===== config.mk =====
export PLATFORM = sky130hd
export DESIGN_NAME = dispatch_credit_ctrl_flat
export DESIGN_NICKNAME = d
export VERILOG_FILES = /design/src/rtl/dispatch_credit_ctrl_if.sv /design/src/rtl/dispatch_credit_ctrl.sv /design/src/flat_wrapper.sv
export SDC_FILE = /design/constraint.sdc
export NUM_CORES = 1
export LEC_CHECK = 0
export ABC_AREA = 0
export ABC_CLOCK_PERIOD_IN_PS = 4200
export CAP_MARGIN = 5
export CELL_PAD_IN_SITES_DETAIL_PLACEMENT = 1
export CELL_PAD_IN_SITES_GLOBAL_PLACEMENT = 2
export CORE_AREA = 2 2 66 93
export DETAILED_ROUTE_END_ITERATION = 10
export DIE_AREA = 0 0 68 95
export PLACE_DENSITY = 0.82
export SLEW_MARGIN = 15
export SYNTH_ARGS = -nofsm -noshare
export SYNTH_HDL_FRONTEND = slang
export SYNTH_SLANG_ARGS = --single-unit

===== constraint.sdc =====
create_clock -name clk -period 4.2 [get_ports clk]
set_input_delay 0.84 -clock clk [delete_from_list [all_inputs] [get_ports clk]]
set_output_delay 0.84 -clock clk [all_outputs]
set_load 0.005 [all_outputs]

===== src/rtl/dispatch_credit_ctrl_if.sv =====
// rtl/dispatch_credit_ctrl_if.sv - IFetcher-to-issue handshake bundle for dispatch_credit_ctrl
interface dispatch_credit_ctrl_if;
  logic       if_valid;
  logic [6:0] if_opcode;
  logic       if_ready;
  logic       issue_fire;
  logic       illegal_op;

  modport master (
    output if_valid, if_opcode,
    input  if_ready, issue_fire, illegal_op
  );

  modport slave (
    input  if_valid, if_opcode,
    output if_ready, issue_fire, illegal_op
  );
endinterface


===== src/rtl/dispatch_credit_ctrl.sv =====
// rtl/dispatch_credit_ctrl.sv - ROB/RS/LSB credit admission control with flush recovery
module dispatch_credit_ctrl #(
  parameter int ROB_DEPTH    = 16,
  parameter int RS_DEPTH     = 16,
  parameter int LSB_DEPTH    = 16,
  parameter int FLUSH_CYCLES = 2,
  parameter int CW           = 5
) (
  input  logic                  clk,
  input  logic                  rst,
  input  logic                  rdy,
  dispatch_credit_ctrl_if.slave fe,
  input  logic                  flush,
  input  logic                  rob_free,
  input  logic                  rs_free,
  input  logic                  lsb_free,
  output logic [CW-1:0]         rob_credits,
  output logic [CW-1:0]         rs_credits,
  output logic [CW-1:0]         lsb_credits,
  output logic                  busy_flush,
  output logic                  credit_err
);
  localparam int FW = (FLUSH_CYCLES > 1) ? $clog2(FLUSH_CYCLES) : 1;
  localparam logic [FW-1:0] FLUSH_LOAD = FW'(FLUSH_CYCLES - 1);
  localparam logic [CW-1:0] ROB_FULL   = CW'(ROB_DEPTH);
  localparam logic [CW-1:0] RS_FULL    = CW'(RS_DEPTH);
  localparam logic [CW-1:0] LSB_FULL   = CW'(LSB_DEPTH);

  typedef enum logic {S_RUN, S_FLUSH} state_t;

  state_t        state, state_n;
  logic [FW-1:0] fcnt, fcnt_n;
  logic [CW-1:0] rob_n, rs_n, lsb_n;
  logic [CW-1:0] rob_upd, rs_upd, lsb_upd;
  logic          rob_ovf, rs_ovf, lsb_ovf;
  logic          err_n;
  logic          need_rob, need_rs, need_lsb, legal;
  logic          run_ok, credits_ok;

  always_comb begin
    need_rob = 1'b0;
    need_rs  = 1'b0;
    need_lsb = 1'b0;
    legal    = 1'b1;
    case (fe.if_opcode)
      7'b0110111, 7'b0010111, 7'b1101111: need_rob = 1'b1;
      7'b1100111, 7'b1100011, 7'b0010011, 7'b0110011: begin
        need_rob = 1'b1;
        need_rs  = 1'b1;
      end
      7'b0000011, 7'b0100011: begin
        need_rob = 1'b1;
        need_rs  = 1'b1;
        need_lsb = 1'b1;
      end
      default: legal = 1'b0;
    endcase
  end

  // Admission looks only at registered credits, so issue_fire never loops back into if_ready.
  assign run_ok     = !rst && rdy && (state == S_RUN);
  assign credits_ok = (!need_rob || rob_credits != '0) &&
                      (!need_rs  || rs_credits  != '0) &&
                      (!need_lsb || lsb_credits != '0);

  assign fe.if_ready   = run_ok && credits_ok;
  assign fe.issue_fire = fe.if_valid && fe.if_ready && legal;
  assign fe.illegal_op = fe.if_valid && fe.if_ready && !legal;
  assign busy_flush    = (state == S_FLUSH);

  // Returns {overflow, next}; a release into a full counter saturates and flags overflow.
  function automatic logic [CW:0] credit_next(input logic [CW-1:0] cnt, input logic rel,
                                              input logic res, input logic [CW-1:0] full);
    if (rel && !res)
      return (cnt == full) ? {1'b1, cnt} : {1'b0, cnt + 1'b1};
    else if (res && !rel)
      return {1'b0, cnt - 1'b1};
    return {1'b0, cnt};
  endfunction

  always_comb begin
    {rob_ovf, rob_upd} = credit_next(rob_credits, rob_free, fe.issue_fire && need_rob, ROB_FULL);
    {rs_ovf,  rs_upd}  = credit_next(rs_credits,  rs_free,  fe.issue_fire && need_rs,  RS_FULL);
    {lsb_ovf, lsb_upd} = credit_next(lsb_credits, lsb_free, fe.issue_fire && need_lsb, LSB_FULL);
  end

  always_comb begin
    state_n = state;
    fcnt_n  = fcnt;
    rob_n   = rob_credits;
    rs_n    = rs_credits;
    lsb_n   = lsb_credits;
    err_n   = credit_err;
    if (rdy) begin
      case (state)
        S_RUN: begin
          if (flush) begin
            state_n = S_FLUSH;
            fcnt_n  = FLUSH_LOAD;
          end else begin
            rob_n = rob_upd;
            rs_n  = rs_upd;
            lsb_n = lsb_upd;
            err_n = credit_err | rob_ovf | rs_ovf | lsb_ovf;
          end
        end
        S_FLUSH: begin
          if (flush)
            fcnt_n = FLUSH_LOAD;
          else if (fcnt == '0)
            state_n = S_RUN;
          else
            fcnt_n = fcnt - 1'b1;
        end
      endcase
      // A flush discards any same-cycle fire and any in-flight frees.
      if (flush || state == S_FLUSH) begin
        rob_n = ROB_FULL;
        rs_n  = RS_FULL;
        lsb_n = LSB_FULL;
      end
    end
  end

  always_ff @(posedge clk) begin
    if (rst) begin
      state       <= S_RUN;
      fcnt        <= '0;
      rob_credits <= ROB_FULL;
      rs_credits  <= RS_FULL;
      lsb_credits <= LSB_FULL;
      credit_err  <= 1'b0;
    end else begin
      state       <= state_n;
      fcnt        <= fcnt_n;
      rob_credits <= rob_n;
      rs_credits  <= rs_n;
      lsb_credits <= lsb_n;
      credit_err  <= err_n;
    end
  end
endmodule

===== src/flat_wrapper.sv =====
// flat-port wrapper written by rule: the top's interface ports become plain ports
module dispatch_credit_ctrl_flat 
#(
  parameter int ROB_DEPTH    = 16,
  parameter int RS_DEPTH     = 16,
  parameter int LSB_DEPTH    = 16,
  parameter int FLUSH_CYCLES = 2,
  parameter int CW           = 5
)
  (clk, rst, rdy, flush, rob_free, rs_free, lsb_free, rob_credits, rs_credits, lsb_credits, busy_flush, credit_err, fe_if_valid, fe_if_opcode, fe_if_ready, fe_issue_fire, fe_illegal_op);
  dispatch_credit_ctrl_if fe_i ();
  input  logic clk;
  input  logic rst;
  input  logic rdy;
  input  logic flush;
  input  logic rob_free;
  input  logic rs_free;
  input  logic lsb_free;
  output logic [CW-1:0] rob_credits;
  output logic [CW-1:0] rs_credits;
  output logic [CW-1:0] lsb_credits;
  output logic busy_flush;
  output logic credit_err;
  input wire logic [$bits(fe_i.if_valid)-1:0] fe_if_valid;
  input wire logic [$bits(fe_i.if_opcode)-1:0] fe_if_opcode;
  output wire logic [$bits(fe_i.if_ready)-1:0] fe_if_ready;
  output wire logic [$bits(fe_i.issue_fire)-1:0] fe_issue_fire;
  output wire logic [$bits(fe_i.illegal_op)-1:0] fe_illegal_op;
  assign fe_i.if_valid = fe_if_valid;
  assign fe_i.if_opcode = fe_if_opcode;
  assign fe_if_ready = fe_i.if_ready;
  assign fe_issue_fire = fe_i.issue_fire;
  assign fe_illegal_op = fe_i.illegal_op;
  dispatch_credit_ctrl #(.ROB_DEPTH(ROB_DEPTH), .RS_DEPTH(RS_DEPTH), .LSB_DEPTH(LSB_DEPTH), .FLUSH_CYCLES(FLUSH_CYCLES), .CW(CW)) u_core (.clk(clk), .rst(rst), .rdy(rdy), .fe(fe_i), .flush(flush), .rob_free(rob_free), .rs_free(rs_free), .lsb_free(lsb_free), .rob_credits(rob_credits), .rs_credits(rs_credits), .lsb_credits(lsb_credits), .busy_flush(busy_flush), .credit_err(credit_err));
endmodule

Word level (Yosys, flattened, before mapping):

Cells that the tools add are included.
Widths: inputs -> output; s select.

* muxes and demuxes: 38
* multipliers: 0
* equality and inequality tests: 18
* add/sub/neg operators: 7
* div/mod/pow operators: 0
* bitwise gates (word level): 5
* reduce and logical (&&, ||, !) cells: 45
* magnitude comparators: 0
* shifts and indexed selects: 0

Operators with widths (count)
* $mux 6: 12
* $mux 5: 9
* $eq 7x6->1 const B: 3
* $eq 7x7->1 const B: 3
* $logic_and 1x1->1: 17
* $add 5x1->5 const B: 3
* $eq 5x5->1 const B: 3
* $mux 1: 15
* $reduce_and 5->1: 3
* $reduce_bool 5->1: 3
* $sub 5x1->5 const B: 3
* $eq 7x5->1 const B: 2
* $logic_not 1->1: 10
* $ne 3x3->1 const B: 3
* $reduce_or 9->1: 1
* $eq 7x2->1 const B: 1
* $reduce_bool 2->1: 3
* $reduce_or 6->1: 1
* $logic_or 1x1->1: 4
* $ne 2x2->1 const B: 2
* $pmux 1 s2: 2
* $or 1x1->1: 3
* $reduce_and 3->1: 1
* $ne 2x1->1 const B: 1
* other kinds (4): 5

* logic and storage cells: 119
* latch bits: 0
* bits in writable memories: 0
* flip-flop bits (word level): 18
* memory bits (read-only): 0
* memories kept: 0

Depth between registers and ports, before layout:

* word-level depth: 18
* mapped depth: 12

Worst setup path before layout:

OpenSTA, ideal clock, no wires.

* path kind: input port to flip-flop
* start: input fe_if_opcode[4]
* end: register u_core.lsb_credits[3]
* stages on the path: 10
* path buffers: 1
* arrival time: 3226 ps
* data required time: 4068 ps
* setup slack: 842 ps
* cells stage by stage: nand2b_1 -> a2111o_1 -> a2111oi_2 -> nand2_1 -> ha_1 -> clkbuf_1 -> or4_1 -> a221oi_2 -> mux2i_1 -> a21oi_1

* longest elaborated chain between the ends: 18
* elaborated cells on any way between the ends: 40
* those cells by class: 10 x eq/ne; 10 x mux; 20 x reduce/logical

RTL lines
* start, declared: RTL line flat_wrapper.sv:25 `input wire logic [$bits(fe_i.if_opcode)-1:0] fe_if_opcode;`
* $eq 7x6->1 (tied with other cells): RTL line dispatch_credit_ctrl.sv:45 `case (fe.if_opcode)`
* $reduce_or 9->1 (no line) / $reduce_or 6->1 (equally long branches)
* $mux 1: RTL line dispatch_credit_ctrl.sv:45
* $logic_not 1->1 (on tied branches): RTL line dispatch_credit_ctrl.sv:62, dispatch_credit_ctrl.sv:63
* $logic_or 1x1->1 (on tied branches): RTL line dispatch_credit_ctrl.sv:62, dispatch_credit_ctrl.sv:63
* $logic_and 1x1->1: RTL line dispatch_credit_ctrl.sv:62 `assign credits_ok = (!need_rob || rob_credits != '0) &&`
* $logic_and 1x1->1: RTL line dispatch_credit_ctrl.sv:63 `(!need_rs || rs_credits != '0) &&`
* $logic_and 1x1->1: RTL line dispatch_credit_ctrl.sv:66 `assign fe.if_ready = run_ok && credits_ok;`
* $logic_and 1x1->1 (2 in series): RTL line dispatch_credit_ctrl.sv:67 `assign fe.issue_fire = fe.if_valid && fe.if_ready && legal;`
* $logic_and 1x1->1 *: RTL line dispatch_credit_ctrl.sv:84 `{lsb_ovf, lsb_upd} = credit_next(lsb_credits, lsb_free, fe.issue_fire && need_lsb, LSB_FULL);`
* $logic_not 1->1: RTL line dispatch_credit_ctrl.sv:74 `if (rel && !res)`
* $logic_and 1x1->1: RTL line dispatch_credit_ctrl.sv:74
* $mux 6: RTL line dispatch_credit_ctrl.sv:74
* $mux 6: RTL line dispatch_credit_ctrl.sv:78 `return {1'b0, cnt};`
* $mux 5: RTL line dispatch_credit_ctrl.sv:97 `if (flush) begin`
* $mux 5: RTL line dispatch_credit_ctrl.sv:95 `case (state)`
* $mux 5: RTL line dispatch_credit_ctrl.sv:117 `if (flush || state == S_FLUSH) begin`
* end signal, assigned: RTL line dispatch_credit_ctrl.sv:138 `lsb_credits <= lsb_n;`
* end, declared: RTL line dispatch_credit_ctrl.sv:19 `output logic [CW-1:0] lsb_credits,`

Mark *: on every way between the ends. The rest lies on a longest branch, timed or not. The select of a mux whose other input is x is not followed.
A chain may end at the register's enable or synchronous reset.

Final worst setup path:

* start: input fe_if_opcode[4]
* end: output fe_issue_fire

* longest elaborated chain between the ends: 10
* elaborated cells on any way between the ends: 26
* those cells by class: 9 x eq/ne; 3 x mux; 14 x reduce/logical

RTL lines
* $eq 7x6->1 (tied with other cells): RTL line dispatch_credit_ctrl.sv:45
* $reduce_or 9->1 (no line) / $reduce_or 6->1 (equally long branches)
* $mux 1: RTL line dispatch_credit_ctrl.sv:45
* $logic_not 1->1 (on tied branches): RTL line dispatch_credit_ctrl.sv:62, dispatch_credit_ctrl.sv:63
* $logic_or 1x1->1 (on tied branches): RTL line dispatch_credit_ctrl.sv:62, dispatch_credit_ctrl.sv:63
* $logic_and 1x1->1: RTL line dispatch_credit_ctrl.sv:62
* $logic_and 1x1->1: RTL line dispatch_credit_ctrl.sv:63
* $logic_and 1x1->1: RTL line dispatch_credit_ctrl.sv:66
* $logic_and 1x1->1: RTL line dispatch_credit_ctrl.sv:67
* $logic_and 1x1->1 *: RTL line dispatch_credit_ctrl.sv:67
* end, declared: RTL line flat_wrapper.sv:27 `output wire logic [$bits(fe_i.issue_fire)-1:0] fe_issue_fire;`

Mark *: on every way between the ends. The rest lies on a longest branch, timed or not.

==> metrics <==
status finished clean; synthesized cell area 1660 um^2; antenna-violating nets left 0; All-Layer GR Usage 16.1%; antenna violations before repair 0; setup bufs post-CTS 0; most frequent cells in the layout 34 x clkdlybuf4s50_1, 18 x dfxtp_1, 17 x a21oi_1, 14 x nand2_1, 13 x ha_1; largest net degree at the start of global routing 22; Leak 0.778 nW; dpl hpwl 3610 um; CP max stage cell clkdlybuf4s50_1; Post-synth ARST share 0%; hold buffer count at cts 0; R2R setup slack 1.03 ns; Max Slew Vio Count 0; Power, Total 0.468 mW; RSZ-0062 raised after global routing false; Worst-path clk slew 0.07 ns; Vias 1637; Post-Syn Nets 231; share of post-route cells with drive strength above 1 8.26%; Synth Register Bits 18; Slew @ Worst Pin 0.557 ns; IO Port Bufs 34; P per Cell Area 224 nW/um^2; YS warnings 0; Cell Rows 33; DRT met1 WL 2120 um; CP most frequent cell clkdlybuf4s50_1; critical path peak fanout 5; Detail Route met3 WL 103 um; fmax 261 MHz; FF/Latch Area 360 um^2; final non-filler cell total 300; global placer's final weighted congestion 0.776; DP Worst Slack 0.267 ns; sequential share of the synthesized area 21.7%; area of the multi-input gates 1170 um^2; Max clock buf depth 2; crit-path max cell delay 0.58 ns; Synth Area per Inst 8.17 um^2; Final nets 259; crit path DAT 2.99 ns; post-route clock period utilization 91.3%; htree depth 1; Area Growth Syn to Fin 26.0%; Skew-Pair Late Insertion Delay 0.26 ns; # DRC 0; Worst Path Class, Setup primary input to output pin; CTS Buf Count 3; Slew headroom 62.8%; Die X 68 um; die area 6460 um^2; endpoints failing setup 0; I/O pin count 35; commonest non-fill, non-tap cell in the layout clkdlybuf4s50_1; Routed WL 4710 um; Fin Clk Skew 0.00193 ns; n_diodes 0; placed cell area 2040 um^2; CP Launch Type primary input; global-route wire length before repair 8140 um; synth unique cells 60; post-synthesis cell count 203; WL met2 2410 um; # fillers 684; Top Metal Used met4; height of the chip 95 um; crit path time final 3.83 ns; core box area 5700 um^2; final design utilization 36.7%; clock network power share 31.2%; number of flops mapped to enable cells by yosys 0; Final WS setup 0.367 ns; Switching Share 29.9%; Worst setup EP type output pin; vias in the first global route 1687; setup TNS 0 ns; CTS Sinks 18; Required @ worst endpoint 3.36 ns; Int Pwr 0.328 mW; drt first pass iters 4; wire length per cell 15.7 um; CTS tree yes; Max Cap Viol 0; Root Buffer clkbuf_8; Final Hold Fails 0; post-route design area 2090 um^2; Initial Util 29.1%; DRT iter0 DRCs 37; placed insts 296; Peak VDD IR 0.100 mV; Synth Flop Type dfxtp_1; Bufs and invs on worst path 2; CP delay by family, top buffers and inverters; critical path cell sequence clkdlybuf4s50_1 > nand2b_1 > a2111o_1 > a2111oi_0 > clkdlybuf4s50_1; Post-CTS Resized 0; worst hold-check path type flop to flop; combinational share of power 28.0%; NetSw 0.140 mW; part of the power in registers 40.7%; grt ovf 0; vias per cell 5.46; Worst Hold Slack 0.469 ns
-- worst reg2reg max path, stage by stage, from the launching register on --
cell and delay, ns:
dfxtp_1 0.36, inv_1 0.12, ha_1 0.18, nor3b_1 0.49, nor2b_1 0.41, a2111oi_2 0.16, inv_1 0.09, ha_1 0.34
nor4bb_1 0.33, a221o_1 0.29, nor3b_1 0.22, a31oi_1 0.05
-- final timing paths --
path                                                         from                                 end  depth (start not counted)
worst max-delay path                              fe_if_opcode[4]                       fe_issue_fire                          5
worst min register to register           u_core.fcnt$_SDFFE_PP0P_            u_core.fcnt$_SDFFE_PP0P_                          2
worst max register to register  u_core.rs_credits[0]$_SDFFE_PP0P_  u_core.rob_credits[4]$_SDFFE_PP1P_                         11
worst min-delay path                     u_core.fcnt$_SDFFE_PP0P_            u_core.fcnt$_SDFFE_PP0P_                          2
-- power groups by stage --
stage               Sequential, mW  Combinational [mW]  Clock [mW]
finish                       0.191               0.131       0.146
global route                 0.193               0.147       0.158
CTS                          0.191               0.133       0.150
detailed placement           0.195               0.132           0
global placement             0.195               0.130           0
floorplan                    0.188              0.0858           0
-- layer usage --
metal	global-route usage [%]	up-vias
met5	0	-
met4	4.67	0
met1	20.1	797
li1	-	807
met2	28.5	25
met3	1.43	8
-- cell families (layout without fill, tap and decap cells) --
group	count (synthesis)	in the layout	synth area share [%]
compound gates	53	53	23.6
xor+xnor	5	5	2.64
fa+ha+maj	13	13	9.80
buf+inv	27	54	7.62
flops	18	18	21.7
mux	9	9	5.43
simple gates	78	78	29.2
-- Yosys cell counts, drive strengths merged (2+ instances only) --
library cell / n / area (um^2)
or3b: 3 / 26.3
a211oi: 2 / 15.0
clkbuf: 6 / 23.8
or4: 7 / 56.3
and2: 5 / 33.8
xnor2: 2 / 17.5
nor2: 10 / 37.5
nor3: 3 / 15.0
o21ai: 4 / 20.0
mux2i: 9 / 90.1
o31ai: 3 / 22.5
a31oi: 3 / 18.8
nand4: 3 / 18.8
inv: 11 / 41.3
xor2: 3 / 26.3
nor3b: 10 / 80.1
nand2: 14 / 52.6
and3: 2 / 12.5
nand3: 2 / 10.0
o211ai: 3 / 22.5
nand4b: 3 / 26.3
ha: 13 / 163
buf: 9 / 57.6
and4: 3 / 27.5
a21oi: 17 / 85.1
o31a: 2 / 17.5
a2111oi: 2 / 23.8
a221oi: 2 / 30.0
a21o: 2 / 15.0
o22ai: 2 / 12.5
or3: 3 / 18.8
nand3b: 2 / 15.0
dfxtp: 18 / 360
nand2b: 4 / 25.0
-- state kept, by name, summed over array words and instances (netlist names) --
register and flops:
u_core.rs_credits 5, u_core.lsb_credits 5, u_core.fcnt 1, u_core.rob_credits 5
u_core.credit_err 1, u_core.busy_flush 1
-- cell type report --
cell class | count | share of cell area, %
sequential | 18 | 17.2
clock buffer | 4 | 2.63
timing repair buffer | 38 | 17.7
inverter | 12 | 2.15
tap | 70 | 4.19
multi-input combinational | 158 | 56.1
Note: power is estimated with default switching activity, not from simulation.
